[src/rtl/cv32e40p_ft_pkg.sv]
`default_nettype none
// ============================================================================
// Module      : cv32e40p_ft_pkg
// Description : Shared types and constants for the fault-tolerant cv32e40p
//               error monitor (lane classification and request handshake).
// Contents    : lane_state_e  - per-triplet health classification
//               req_state_e   - recovery request handshake state
//               RUN_W         - width of the per-lane consecutive-run counter
// Revision    : 1.0 - initial release
// ============================================================================
package cv32e40p_ft_pkg;

  localparam int RUN_W = 8;

  typedef enum logic [1:0] {
    OK        = 2'd0,
    SUSPECT   = 2'd1,
    PERMANENT = 2'd2
  } lane_state_e;

  typedef enum logic [0:0] {
    IDLE = 1'b0,
    REQ  = 1'b1
  } req_state_e;

endpackage
`default_nettype wire

[src/rtl/cv32e40p_ft_err_monitor_if.sv]
`default_nettype none
// ============================================================================
// Module      : cv32e40p_ft_err_monitor_if
// Description : Signal bundle between the TMR voters / recovery logic and the
//               error monitor.
// Ports       : valid_i, err_corrected_i, err_detected_i, clear_i, ack_i
//                 - driven by the environment (master)
//               lane_state_o, corr_cnt_o, fatal_o, req_o, req_lane_o,
//               req_fatal_o
//                 - driven by the monitor (slave)
// Revision    : 1.0 - initial release
// ============================================================================
interface cv32e40p_ft_err_monitor_if #(
  parameter int N_IN   = 1,
  parameter int CNT_W  = 16,
  parameter int LANE_W = 1
);

  logic                        valid_i;
  logic [N_IN-1:0]             err_corrected_i;
  logic [N_IN-1:0]             err_detected_i;
  logic                        clear_i;
  logic [N_IN-1:0][1:0]        lane_state_o;
  logic [N_IN-1:0][CNT_W-1:0]  corr_cnt_o;
  logic                        fatal_o;
  logic                        req_o;
  logic [LANE_W-1:0]           req_lane_o;
  logic                        req_fatal_o;
  logic                        ack_i;

  modport master (
    output valid_i, err_corrected_i, err_detected_i, clear_i, ack_i,
    input  lane_state_o, corr_cnt_o, fatal_o, req_o, req_lane_o, req_fatal_o
  );

  modport slave (
    input  valid_i, err_corrected_i, err_detected_i, clear_i, ack_i,
    output lane_state_o, corr_cnt_o, fatal_o, req_o, req_lane_o, req_fatal_o
  );

endinterface
`default_nettype wire

[src/rtl/cv32e40p_ft_lane_monitor.sv]
`default_nettype none
// ============================================================================
// Module      : cv32e40p_ft_lane_monitor
// Description : Health tracker for one voter triplet. Classifies the voter
//               flags, runs the OK/SUSPECT/PERMANENT state machine with a
//               consecutive-corrected run counter, keeps an optional
//               saturating corrected-event counter and produces the lane's
//               pending / fatal flags for the request arbiter.
// Ports       : clk, rst      - clock, synchronous active-high reset
//               clear_i       - clear all lane state (beats everything else)
//               valid_i       - voter flags meaningful this cycle
//               corrected_i   - voter corrected flag for this lane
//               detected_i    - voter detected flag for this lane
//               ack_i         - the outstanding request for this lane is done
//               state_o       - lane classification
//               cnt_o         - corrected-event counter (0 if not built)
//               pending_o     - lane needs a recovery request
//               lane_fatal_o  - pending event includes an uncorrectable one
//               uncorr_o      - uncorrectable event this cycle
// Config      : FT_ERR_COUNTERS_EN - builds the corrected-event counter
// Revision    : 1.0 - initial release
// ============================================================================
module cv32e40p_ft_lane_monitor
  import cv32e40p_ft_pkg::*;
#(
  parameter int PERM_THRESH = 4,
  parameter int CNT_W       = 16
) (
  input  logic              clk,
  input  logic              rst,
  input  logic              clear_i,
  input  logic              valid_i,
  input  logic              corrected_i,
  input  logic              detected_i,
  input  logic              ack_i,
  output lane_state_e       state_o,
  output logic [CNT_W-1:0]  cnt_o,
  output logic              pending_o,
  output logic              lane_fatal_o,
  output logic              uncorr_o
);

  localparam logic [RUN_W-1:0] c_perm_run = RUN_W'(PERM_THRESH);

  lane_state_e      state_q, state_d;
  logic [RUN_W-1:0] run_q, run_d;
  logic             pending_q, pending_d;
  logic             lfatal_q, lfatal_d;

  logic w_corr;
  logic w_uncorr;
  logic w_clean;
  logic w_enter_perm;

  // Corrected takes precedence: corrected without detected is still corrected.
  assign w_corr   = valid_i & corrected_i;
  assign w_uncorr = valid_i & detected_i & ~corrected_i;
  assign w_clean  = valid_i & ~detected_i & ~corrected_i;

  always_comb begin
    state_d      = state_q;
    run_d        = run_q;
    w_enter_perm = 1'b0;
    unique case (state_q)
      OK: begin
        if (w_corr) begin
          state_d = SUSPECT;
          run_d   = RUN_W'(1);
        end
      end
      SUSPECT: begin
        if (w_corr) begin
          run_d = run_q + RUN_W'(1);
          if (run_d == c_perm_run) begin
            state_d      = PERMANENT;
            w_enter_perm = 1'b1;
          end
        end else if (w_clean) begin
          state_d = OK;
          run_d   = '0;
        end
      end
      PERMANENT: begin
        state_d = PERMANENT;
      end
      default: begin
        state_d = OK;
        run_d   = '0;
      end
    endcase

    // Acknowledge drops the flags first so that an event in the same cycle
    // re-arms them and is not lost.
    pending_d = pending_q;
    lfatal_d  = lfatal_q;
    if (ack_i) begin
      pending_d = 1'b0;
      lfatal_d  = 1'b0;
    end
    if (w_enter_perm || w_uncorr) begin
      pending_d = 1'b1;
    end
    if (w_uncorr) begin
      lfatal_d = 1'b1;
    end

    if (clear_i) begin
      state_d   = OK;
      run_d     = '0;
      pending_d = 1'b0;
      lfatal_d  = 1'b0;
    end
  end

  always_ff @(posedge clk) begin
    if (rst) begin
      state_q   <= OK;
      run_q     <= '0;
      pending_q <= 1'b0;
      lfatal_q  <= 1'b0;
    end else begin
      state_q   <= state_d;
      run_q     <= run_d;
      pending_q <= pending_d;
      lfatal_q  <= lfatal_d;
    end
  end

`ifdef FT_ERR_COUNTERS_EN
  logic [CNT_W-1:0] cnt_q, cnt_d;

  // Saturating: once all ones the counter stops, it never wraps.
  always_comb begin
    cnt_d = cnt_q;
    if (w_corr && (cnt_q != {CNT_W{1'b1}})) begin
      cnt_d = cnt_q + CNT_W'(1);
    end
    if (clear_i) begin
      cnt_d = '0;
    end
  end

  always_ff @(posedge clk) begin
    if (rst) begin
      cnt_q <= '0;
    end else begin
      cnt_q <= cnt_d;
    end
  end

  assign cnt_o = cnt_q;
`else
  assign cnt_o = '0;
`endif

  assign state_o      = state_q;
  assign pending_o    = pending_q;
  assign lane_fatal_o = lfatal_q;
  assign uncorr_o     = w_uncorr;

endmodule
`default_nettype wire

[src/rtl/cv32e40p_ft_err_monitor.sv]
`default_nettype none
// ============================================================================
// Module      : cv32e40p_ft_err_monitor
// Description : Error monitor downstream of the TMR majority voters. One lane
//               monitor per voter triplet classifies health and counts
//               corrected events; this level keeps the sticky fatal flag,
//               picks the lowest-index pending lane and runs the one-at-a-time
//               req/ack handshake toward the fault-handling logic.
// Ports       : clk     - core clock
//               rst     - synchronous active-high reset
//               mon_if  - slave side of cv32e40p_ft_err_monitor_if
//                         (voter flags, clear, ack in; lane state, counters,
//                          fatal, request out)
// Config      : FT_ERR_COUNTERS_EN - builds the per-lane corrected counters;
//               undefined ties corr_cnt_o to zero.
// Revision    : 1.0 - initial release
// ============================================================================
module cv32e40p_ft_err_monitor
  import cv32e40p_ft_pkg::*;
#(
  parameter int N_IN        = 1,
  parameter int PERM_THRESH = 4,
  parameter int CNT_W       = 16,
  parameter int LANE_W      = (N_IN > 1) ? $clog2(N_IN) : 1
) (
  input  logic                      clk,
  input  logic                      rst,
  cv32e40p_ft_err_monitor_if.slave  mon_if
);

  logic [N_IN-1:0]             w_pending;
  logic [N_IN-1:0]             w_lane_fatal;
  logic [N_IN-1:0]             w_uncorr;
  logic [N_IN-1:0]             w_ack_lane;
  logic [N_IN-1:0][1:0]        w_state;
  logic [N_IN-1:0][CNT_W-1:0]  w_cnt;

  req_state_e        req_state_q, req_state_d;
  logic [LANE_W-1:0] req_lane_q, req_lane_d;
  logic              req_fatal_q, req_fatal_d;
  logic              fatal_q, fatal_d;

  logic [LANE_W-1:0] w_first_lane;
  logic              w_first_fatal;
  logic              w_any_pending;

  for (genvar i = 0; i < N_IN; i++) begin : g_lane
    // Only the lane named by the outstanding request is acknowledged.
    assign w_ack_lane[i] = (req_state_q == REQ) & mon_if.ack_i &
                           (req_lane_q == LANE_W'(i));

    cv32e40p_ft_lane_monitor #(
      .PERM_THRESH (PERM_THRESH),
      .CNT_W       (CNT_W)
    ) u_lane (
      .clk          (clk),
      .rst          (rst),
      .clear_i      (mon_if.clear_i),
      .valid_i      (mon_if.valid_i),
      .corrected_i  (mon_if.err_corrected_i[i]),
      .detected_i   (mon_if.err_detected_i[i]),
      .ack_i        (w_ack_lane[i]),
      .state_o      (w_state[i]),
      .cnt_o        (w_cnt[i]),
      .pending_o    (w_pending[i]),
      .lane_fatal_o (w_lane_fatal[i]),
      .uncorr_o     (w_uncorr[i])
    );
  end

  // Lowest-index pending lane wins; scanning downward lets the last hit stand.
  always_comb begin
    w_first_lane  = '0;
    w_first_fatal = 1'b0;
    for (int i = N_IN - 1; i >= 0; i--) begin
      if (w_pending[i]) begin
        w_first_lane  = LANE_W'(i);
        w_first_fatal = w_lane_fatal[i];
      end
    end
  end

  assign w_any_pending = |w_pending;

  // Request FSM. Returning to IDLE on ack guarantees at least one low cycle
  // of req_o before the next request is raised.
  always_comb begin
    req_state_d = req_state_q;
    req_lane_d  = req_lane_q;
    req_fatal_d = req_fatal_q;
    unique case (req_state_q)
      IDLE: begin
        if (w_any_pending) begin
          req_state_d = REQ;
          req_lane_d  = w_first_lane;
          req_fatal_d = w_first_fatal;
        end
      end
      REQ: begin
        if (mon_if.ack_i) begin
          req_state_d = IDLE;
        end
      end
      default: begin
        req_state_d = IDLE;
      end
    endcase

    fatal_d = fatal_q | (|w_uncorr);

    if (mon_if.clear_i) begin
      req_state_d = IDLE;
      req_lane_d  = '0;
      req_fatal_d = 1'b0;
      fatal_d     = 1'b0;
    end
  end

  always_ff @(posedge clk) begin
    if (rst) begin
      req_state_q <= IDLE;
      req_lane_q  <= '0;
      req_fatal_q <= 1'b0;
      fatal_q     <= 1'b0;
    end else begin
      req_state_q <= req_state_d;
      req_lane_q  <= req_lane_d;
      req_fatal_q <= req_fatal_d;
      fatal_q     <= fatal_d;
    end
  end

  assign mon_if.lane_state_o = w_state;
  assign mon_if.corr_cnt_o   = w_cnt;
  assign mon_if.fatal_o      = fatal_q;
  assign mon_if.req_o        = (req_state_q == REQ);
  assign mon_if.req_lane_o   = req_lane_q;
  assign mon_if.req_fatal_o  = req_fatal_q;

endmodule
`default_nettype wire

[src/flat_wrapper.sv]
// flat-port wrapper written by rule: the top's interface ports become plain ports
module cv32e40p_ft_err_monitor_flat import cv32e40p_ft_pkg::*;
#(
  parameter int N_IN        = 1,
  parameter int PERM_THRESH = 4,
  parameter int CNT_W       = 16,
  parameter int LANE_W      = (N_IN > 1) ? $clog2(N_IN) : 1
)
  (clk, rst, mon_if_valid_i, mon_if_err_corrected_i, mon_if_err_detected_i, mon_if_clear_i, mon_if_ack_i, mon_if_lane_state_o, mon_if_corr_cnt_o, mon_if_fatal_o, mon_if_req_o, mon_if_req_lane_o, mon_if_req_fatal_o);
  cv32e40p_ft_err_monitor_if #(.N_IN(N_IN), .CNT_W(CNT_W), .LANE_W(LANE_W)) mon_if_i ();
  input  logic clk;
  input  logic rst;
  input wire logic [$bits(mon_if_i.valid_i)-1:0] mon_if_valid_i;
  input wire logic [$bits(mon_if_i.err_corrected_i)-1:0] mon_if_err_corrected_i;
  input wire logic [$bits(mon_if_i.err_detected_i)-1:0] mon_if_err_detected_i;
  input wire logic [$bits(mon_if_i.clear_i)-1:0] mon_if_clear_i;
  input wire logic [$bits(mon_if_i.ack_i)-1:0] mon_if_ack_i;
  output wire logic [$bits(mon_if_i.lane_state_o)-1:0] mon_if_lane_state_o;
  output wire logic [$bits(mon_if_i.corr_cnt_o)-1:0] mon_if_corr_cnt_o;
  output wire logic [$bits(mon_if_i.fatal_o)-1:0] mon_if_fatal_o;
  output wire logic [$bits(mon_if_i.req_o)-1:0] mon_if_req_o;
  output wire logic [$bits(mon_if_i.req_lane_o)-1:0] mon_if_req_lane_o;
  output wire logic [$bits(mon_if_i.req_fatal_o)-1:0] mon_if_req_fatal_o;
  assign mon_if_i.valid_i = mon_if_valid_i;
  assign mon_if_i.err_corrected_i = mon_if_err_corrected_i;
  assign mon_if_i.err_detected_i = mon_if_err_detected_i;
  assign mon_if_i.clear_i = mon_if_clear_i;
  assign mon_if_i.ack_i = mon_if_ack_i;
  assign mon_if_lane_state_o = mon_if_i.lane_state_o;
  assign mon_if_corr_cnt_o = mon_if_i.corr_cnt_o;
  assign mon_if_fatal_o = mon_if_i.fatal_o;
  assign mon_if_req_o = mon_if_i.req_o;
  assign mon_if_req_lane_o = mon_if_i.req_lane_o;
  assign mon_if_req_fatal_o = mon_if_i.req_fatal_o;
  cv32e40p_ft_err_monitor #(.N_IN(N_IN), .PERM_THRESH(PERM_THRESH), .CNT_W(CNT_W), .LANE_W(LANE_W)) u_core (.clk(clk), .rst(rst), .mon_if(mon_if_i));
endmodule
[config.mk]
export PLATFORM = sky130hd
export DESIGN_NAME = cv32e40p_ft_err_monitor_flat
export DESIGN_NICKNAME = d
export VERILOG_FILES = /design/src/rtl/cv32e40p_ft_pkg.sv /design/src/rtl/cv32e40p_ft_err_monitor_if.sv /design/src/rtl/cv32e40p_ft_lane_monitor.sv /design/src/rtl/cv32e40p_ft_err_monitor.sv /design/src/flat_wrapper.sv
export SDC_FILE = /design/constraint.sdc
export NUM_CORES = 1
export LEC_CHECK = 0
export CAP_MARGIN = 20
export CORE_ASPECT_RATIO = 1.5
export CORE_UTILIZATION = 36
export CTS_CLUSTER_SIZE = 8
export DETAILED_ROUTE_END_ITERATION = 10
export RECOVER_POWER = 25
export SLEW_MARGIN = 10
export SYNTH_ARGS = -nofsm -noshare
export SYNTH_HDL_FRONTEND = slang
export SYNTH_HIERARCHICAL = 1
export SYNTH_SLANG_ARGS = --single-unit
[constraint.sdc]
create_clock -name clk -period 1.5 [get_ports clk]
set_input_delay 0.3 -clock clk [delete_from_list [all_inputs] [get_ports clk]]
set_output_delay 0.3 -clock clk [all_outputs]
set_load 0.02 [all_outputs]
* Word level (Yosys, flattened, before mapping)
Cells that the tools add are included.
** Cells by class
- Add/subtract/negate cells :: 1
- Equal/unequal tests :: 6
- Muxes and demuxes :: 18
- Bitwise operators :: 11
- Reduce and logical (&&, ||, !) cells :: 8
** Operator list (number)
- $mux 8 :: 3
- $pmux 8 s3 :: 1
- $add 8x1->8 const B :: 1
- $eq 8x3->1 const B :: 1
- $mux 1 :: 8
- $mux 2 :: 4
- $and 1x1->1 :: 6
- $ne 3x3->1 const B :: 2
- $pmux 2 s3 :: 1
- $reduce_and 3->1 :: 2
- $not 1->1 :: 4
- $reduce_bool 2->1 :: 2
- $eq 2x1->1 const B :: 1
- $eq 2x2->1 const B :: 1
- $logic_not 2->1 :: 1
- $ne 2x2->1 const B :: 1
- $pmux 1 s2 :: 1
- $reduce_and 2->1 :: 1
- $reduce_or 2->1 :: 1
- $logic_or 1x1->1 :: 1
- $or 1x1->1 :: 1
** Word-level totals
- Register bits after elaboration :: 15
- Bits of input ports :: 7
- Output and inout port bits :: 22
- Word-level logic and storage cells :: 51

* Longest topological paths before layout
- Word-level depth :: 7
- Gate-level depth with buffers :: 5
- Depth with buffers taken out :: 5

* By module
Netlist, hierarchy kept.
** By module, submodules not included
- cv32e40p_ft_lane_monitor :: times used 1, cells an instance 104, area an instance 804.5 um^2, seq. area each 240.2 um^2
- cv32e40p_ft_err_monitor :: times used 1, cells an instance 14, area an instance 130.1 um^2, seq. area each 60.1 um^2

* Worst setup path after synthesis
OpenSTA, ideal clock, no wires.
- Path type :: register -> register
- From :: register u_core.g_lane[0].u_lane.state_q[0]
- To :: register u_core.g_lane[0].u_lane.run_q[7]
- Setup time :: 62 ps
- Arrival time :: 1252 ps
- Data required time :: 1438 ps
- Slack :: 186 ps
- Cell stages (with the launch flop) :: 4
- Buffers on the path :: 0
- Clock period less this slack :: 1314 ps
- Path through :: dfxtp_1 nand4b_2 or4_1 nand3_1
** On the way
- Cells in the longest elaborated chain, start to end :: 3
- Elaborated cells on any way between the ends :: 8
- Classes of those cells :: eq/ne (4); mux (1); bitwise (1); reduce/logical (2)
** RTL lines
- start, declared :: RTL line cv32e40p_ft_lane_monitor.sv:45 : lane_state_e state_q, state_d;
- start signal, assigned :: RTL line cv32e40p_ft_lane_monitor.sv:122 : state_q <= state_d;
- $eq 2x1->1, or another cell as far along :: RTL line cv32e40p_ft_lane_monitor.sv:64 : unique case (state_q)
- $ne 3x3->1 (no line), or another cell as far along
- $reduce_and 3->1 (no line)
- end signal, assigned :: RTL line cv32e40p_ft_lane_monitor.sv:123 : run_q <= run_d;
- end, declared :: RTL line cv32e40p_ft_lane_monitor.sv:46 : logic [RUN_W-1:0] run_q, run_d;
Parallel ways exist; a longest one is shown, timed or not.
A chain may end at the register's enable or synchronous reset.

* Worst setup path after layout
- From :: register u_core.g_lane[0].u_lane.state_q[1]
- To :: output port mon_if_lane_state_o[1]
** RTL lines
- end, declared :: RTL line flat_wrapper.sv:18 : output wire logic [$bits(mon_if_i.lane_state_o)-1:0] mon_if_lane_state_o;
No word-level cell between the ends.

==> metrics <==
Data required, critical path=1.20 ns; status=finished, violations left; share of layout cells above drive strength 1=0.177; CORE AREA=2450 sq um; power per cell area=697 nW/um^2; routed wire length=2040 um; worst vdd ir=0.512 mV; logic gate share of total power=0.165; post-layout min period=~1.4 ns; Vias per Instance=5.04; CTS root buffer=clkbuf_4; final antenna-violating net count=0; clock sink total=15; Pwr Total=0.000774 W; share of the synthesized area in the top cell type=0.321; switch share=0.293; Clk pwr share=0.309; gpl congestion=0.834; grt ovf=0; synth unique cells=38; vias in the first global route=786; Initial DRT Pass Iterations=7; Yosys reg bits=15; n_diodes=0; initial antenna violation count=0; Int Pwr=0.000547 W; Reg clk slew, reported paths=about 0.1 ns; Worst Path Max Fanout=7; gr usage total=0.161; Slowest cell on crit path=dfxtp_1; final setup violation count=0; CP Capture Type=primary output; Max Cap Viol=0; Residual DRC=2; Avg Cell Area, Syn=7.92 sq um; top post-synthesis cells by area=dfxtp_1 (32%), buf_4 (14%), a21oi_1 (5.9%); Critical Path Source Type=register; violated checks=design-rule violations; synthesized instance count=118; RSZ-0062 raised after global routing=false; Clock Skew=between 0.005 and 0.006 ns; post-layout util=0.453; Seq/Total Area, Yosys=0.321; TNS Setup=0 ns; NetSw=0.000227 W; CTS Buf Count=3; min-delay worst type=register to register; area grow syn2layout=18.7%; f_max=722 MHz; period utilisation layout=0.924; Port Buffers=11; crit-path max cell delay=0.43 ns; pin count of the biggest net entering global routing=10; CTS H-tree depth=1; worst skew pair latency=0.29 ns; Slew Limit Fails=0; Nets=~150; Die ar.=between 2000 and 3000 sq um; initial core utilization=0.382; area leader, netlist=dfxtp_1; Vias=~830; dominant delay contributor by cell family on the critical path=flip-flops; Die Wd=43.6 um; Hold Vio Cnt, Final=0; largest buffer count on any clock path=2; DR WL/cell=~12 um; first-pass GRT wire length=3430 um; CTS tree=built; die span in y=64.4 um; synthesized cell area=between 900 and 1000 sq um; num ports=29; DP HPWL=approximately 1500 um; commonest non-fill, non-tap cell in the layout=conb_1; WP buf/inv=1; CP Cell Sequence=dlygate4sd2_1; Worst EP arrival=1.09 ns; Seq pwr share=0.526; cell leakage power=0.499 nW; Synthesis Warnings=6; WS Path Type=register to primary output; Rows=22; most frequent cells in the layout=conb_1 (17), dfxtp_1 (14), buf_4 (12), a21oi_1 (11), nor2_1 (11); Iter 0 DRT Violations=22
## final timing paths
kind | startpoint | to | slack, ns | depth (start not counted)
max reg2reg | u_core/g_lane[0].u_lane/run_q[0]$_SDFFE_PP0P_ | u_core/g_lane[0].u_lane/run_q[7]$_SDFFE_PP0P_ | 0.14 | 4
max | u_core/g_lane[0].u_lane/state_o[1]$_SDFFE_PP0P_ | mon_if_lane_state_o[1] | 0.11 | 1
min reg2reg | u_core/mon_if.fatal_o$_SDFF_PP0_ | u_core/mon_if.fatal_o$_SDFF_PP0_ | 0.48 | 2
min | u_core/mon_if.fatal_o$_SDFF_PP0_ | u_core/mon_if.fatal_o$_SDFF_PP0_ | 0.48 | 2
## layout make-up
class	count	area [sq um]
fill	253	1340
clock buffer	3	22.5
clock inverter	1	5.00
timing repair buffer	24	198
inverter	5	18.8
multi-input combinational	93	534
tap	24	30.0
sequential	15	302
## Yosys cell counts, drive strengths merged
| cell type | number |
|---|---|
| buf | 19 |
| dfxtp | 15 |
| nor2 | 12 |
| a21oi | 11 |
| o21ai | 7 |
| nand2 | 6 |
| nand4 | 6 |
| inv | 5 |
| nor3 | 4 |
| a31oi | 3 |
| nand3 | 3 |
| nor2b | 3 |
| a22o | 2 |
| and3 | 2 |
| conb | 2 |
| ha | 2 |
| a211oi | 1 |
| a32oi | 1 |
| and2 | 1 |
| and4 | 1 |
| clkbuf | 1 |
| mux2i | 1 |
| nand2b | 1 |
| nand3b | 1 |
| nand4b | 1 |
| nor4b | 1 |
| o21a | 1 |
| o31a | 1 |
| or2 | 1 |
| or4 | 1 |
| xnor2 | 1 |
| xor2 | 1 |
## kinds of logic after synthesis
group | Yosys count | synth area share
mux | 1 | 0.0107
compound gates | 27 | 0.171
buf+inv | 25 | 0.174
flops | 15 | 0.321
simple gates | 44 | 0.269
fa+ha+maj | 2 | 0.0268
other cells | 2 | 0.00804
xor+xnor | 2 | 0.0187
## state kept, by name (all words and copies together), names as in the netlist
name                               cells
u_core/mon_if.fatal_o                  1
u_core/g_lane.u_lane/lane_fatal_o      1
u_core/g_lane.u_lane/pending_o         1
u_core/mon_if.req_fatal_o              1
u_core/g_lane.u_lane/state_o           2
u_core/g_lane.u_lane/run_q             8
u_core/mon_if.req_o                    1
## power by group through the flow
stage | Combinational (W) | Clock (W) | Sequential, W
after CTS | 0.000129 | 0.000249 | 0.000407
after global routing | 0.000139 | 0.000271 | 0.000408
after global placement | 0.000129 | 0 | 0.000416
after detailed placement | 0.000129 | 0 | 0.000416
final | 0.000128 | 0.000239 | 0.000407
after floorplan | 0.000109 | 0 | 0.000420
## layer usage
metal / up-vias / part of all wire / global-route usage
li1: 428 / - / -
met1: 381 / 0.41 / 0.184
met2: 21 / 0.54 / 0.276
met3: 2 / 0.041 / 0.0282
met4: 0 / 0.010 / 0.0820
met5: - / 0 / 0
## stage by stage
| step | area (sq um) | worst slack (ns) | std cells | hold slack [ns] |
|---|---|---|---|---|
| 2_1_floorplan | 991 | 0.186 | 133 | 0.369 |
| 3_3_place_gp | 1080 | -0.114 | 161 | 0.464 |
| 3_5_place_dp | 1080 | -0.159 | 161 | 0.476 |
| 4_1_cts | 1110 | 0.0516 | 165 | 0.489 |
| 5_1_grt | 1110 | 0.0111 | 165 | 0.515 |
| 6_report | 1110 | 0.114 | 165 | 0.481 |
## timing repair
item	in CTS	in global routing
gates cloned	0	0
hold endpoints to repair	0	0
hold buffers	0	0
endpoints found under the setup margin	5	4
buffers inserted	0	0
resized for setup	5	3
(Power assumes the default switching activity.)
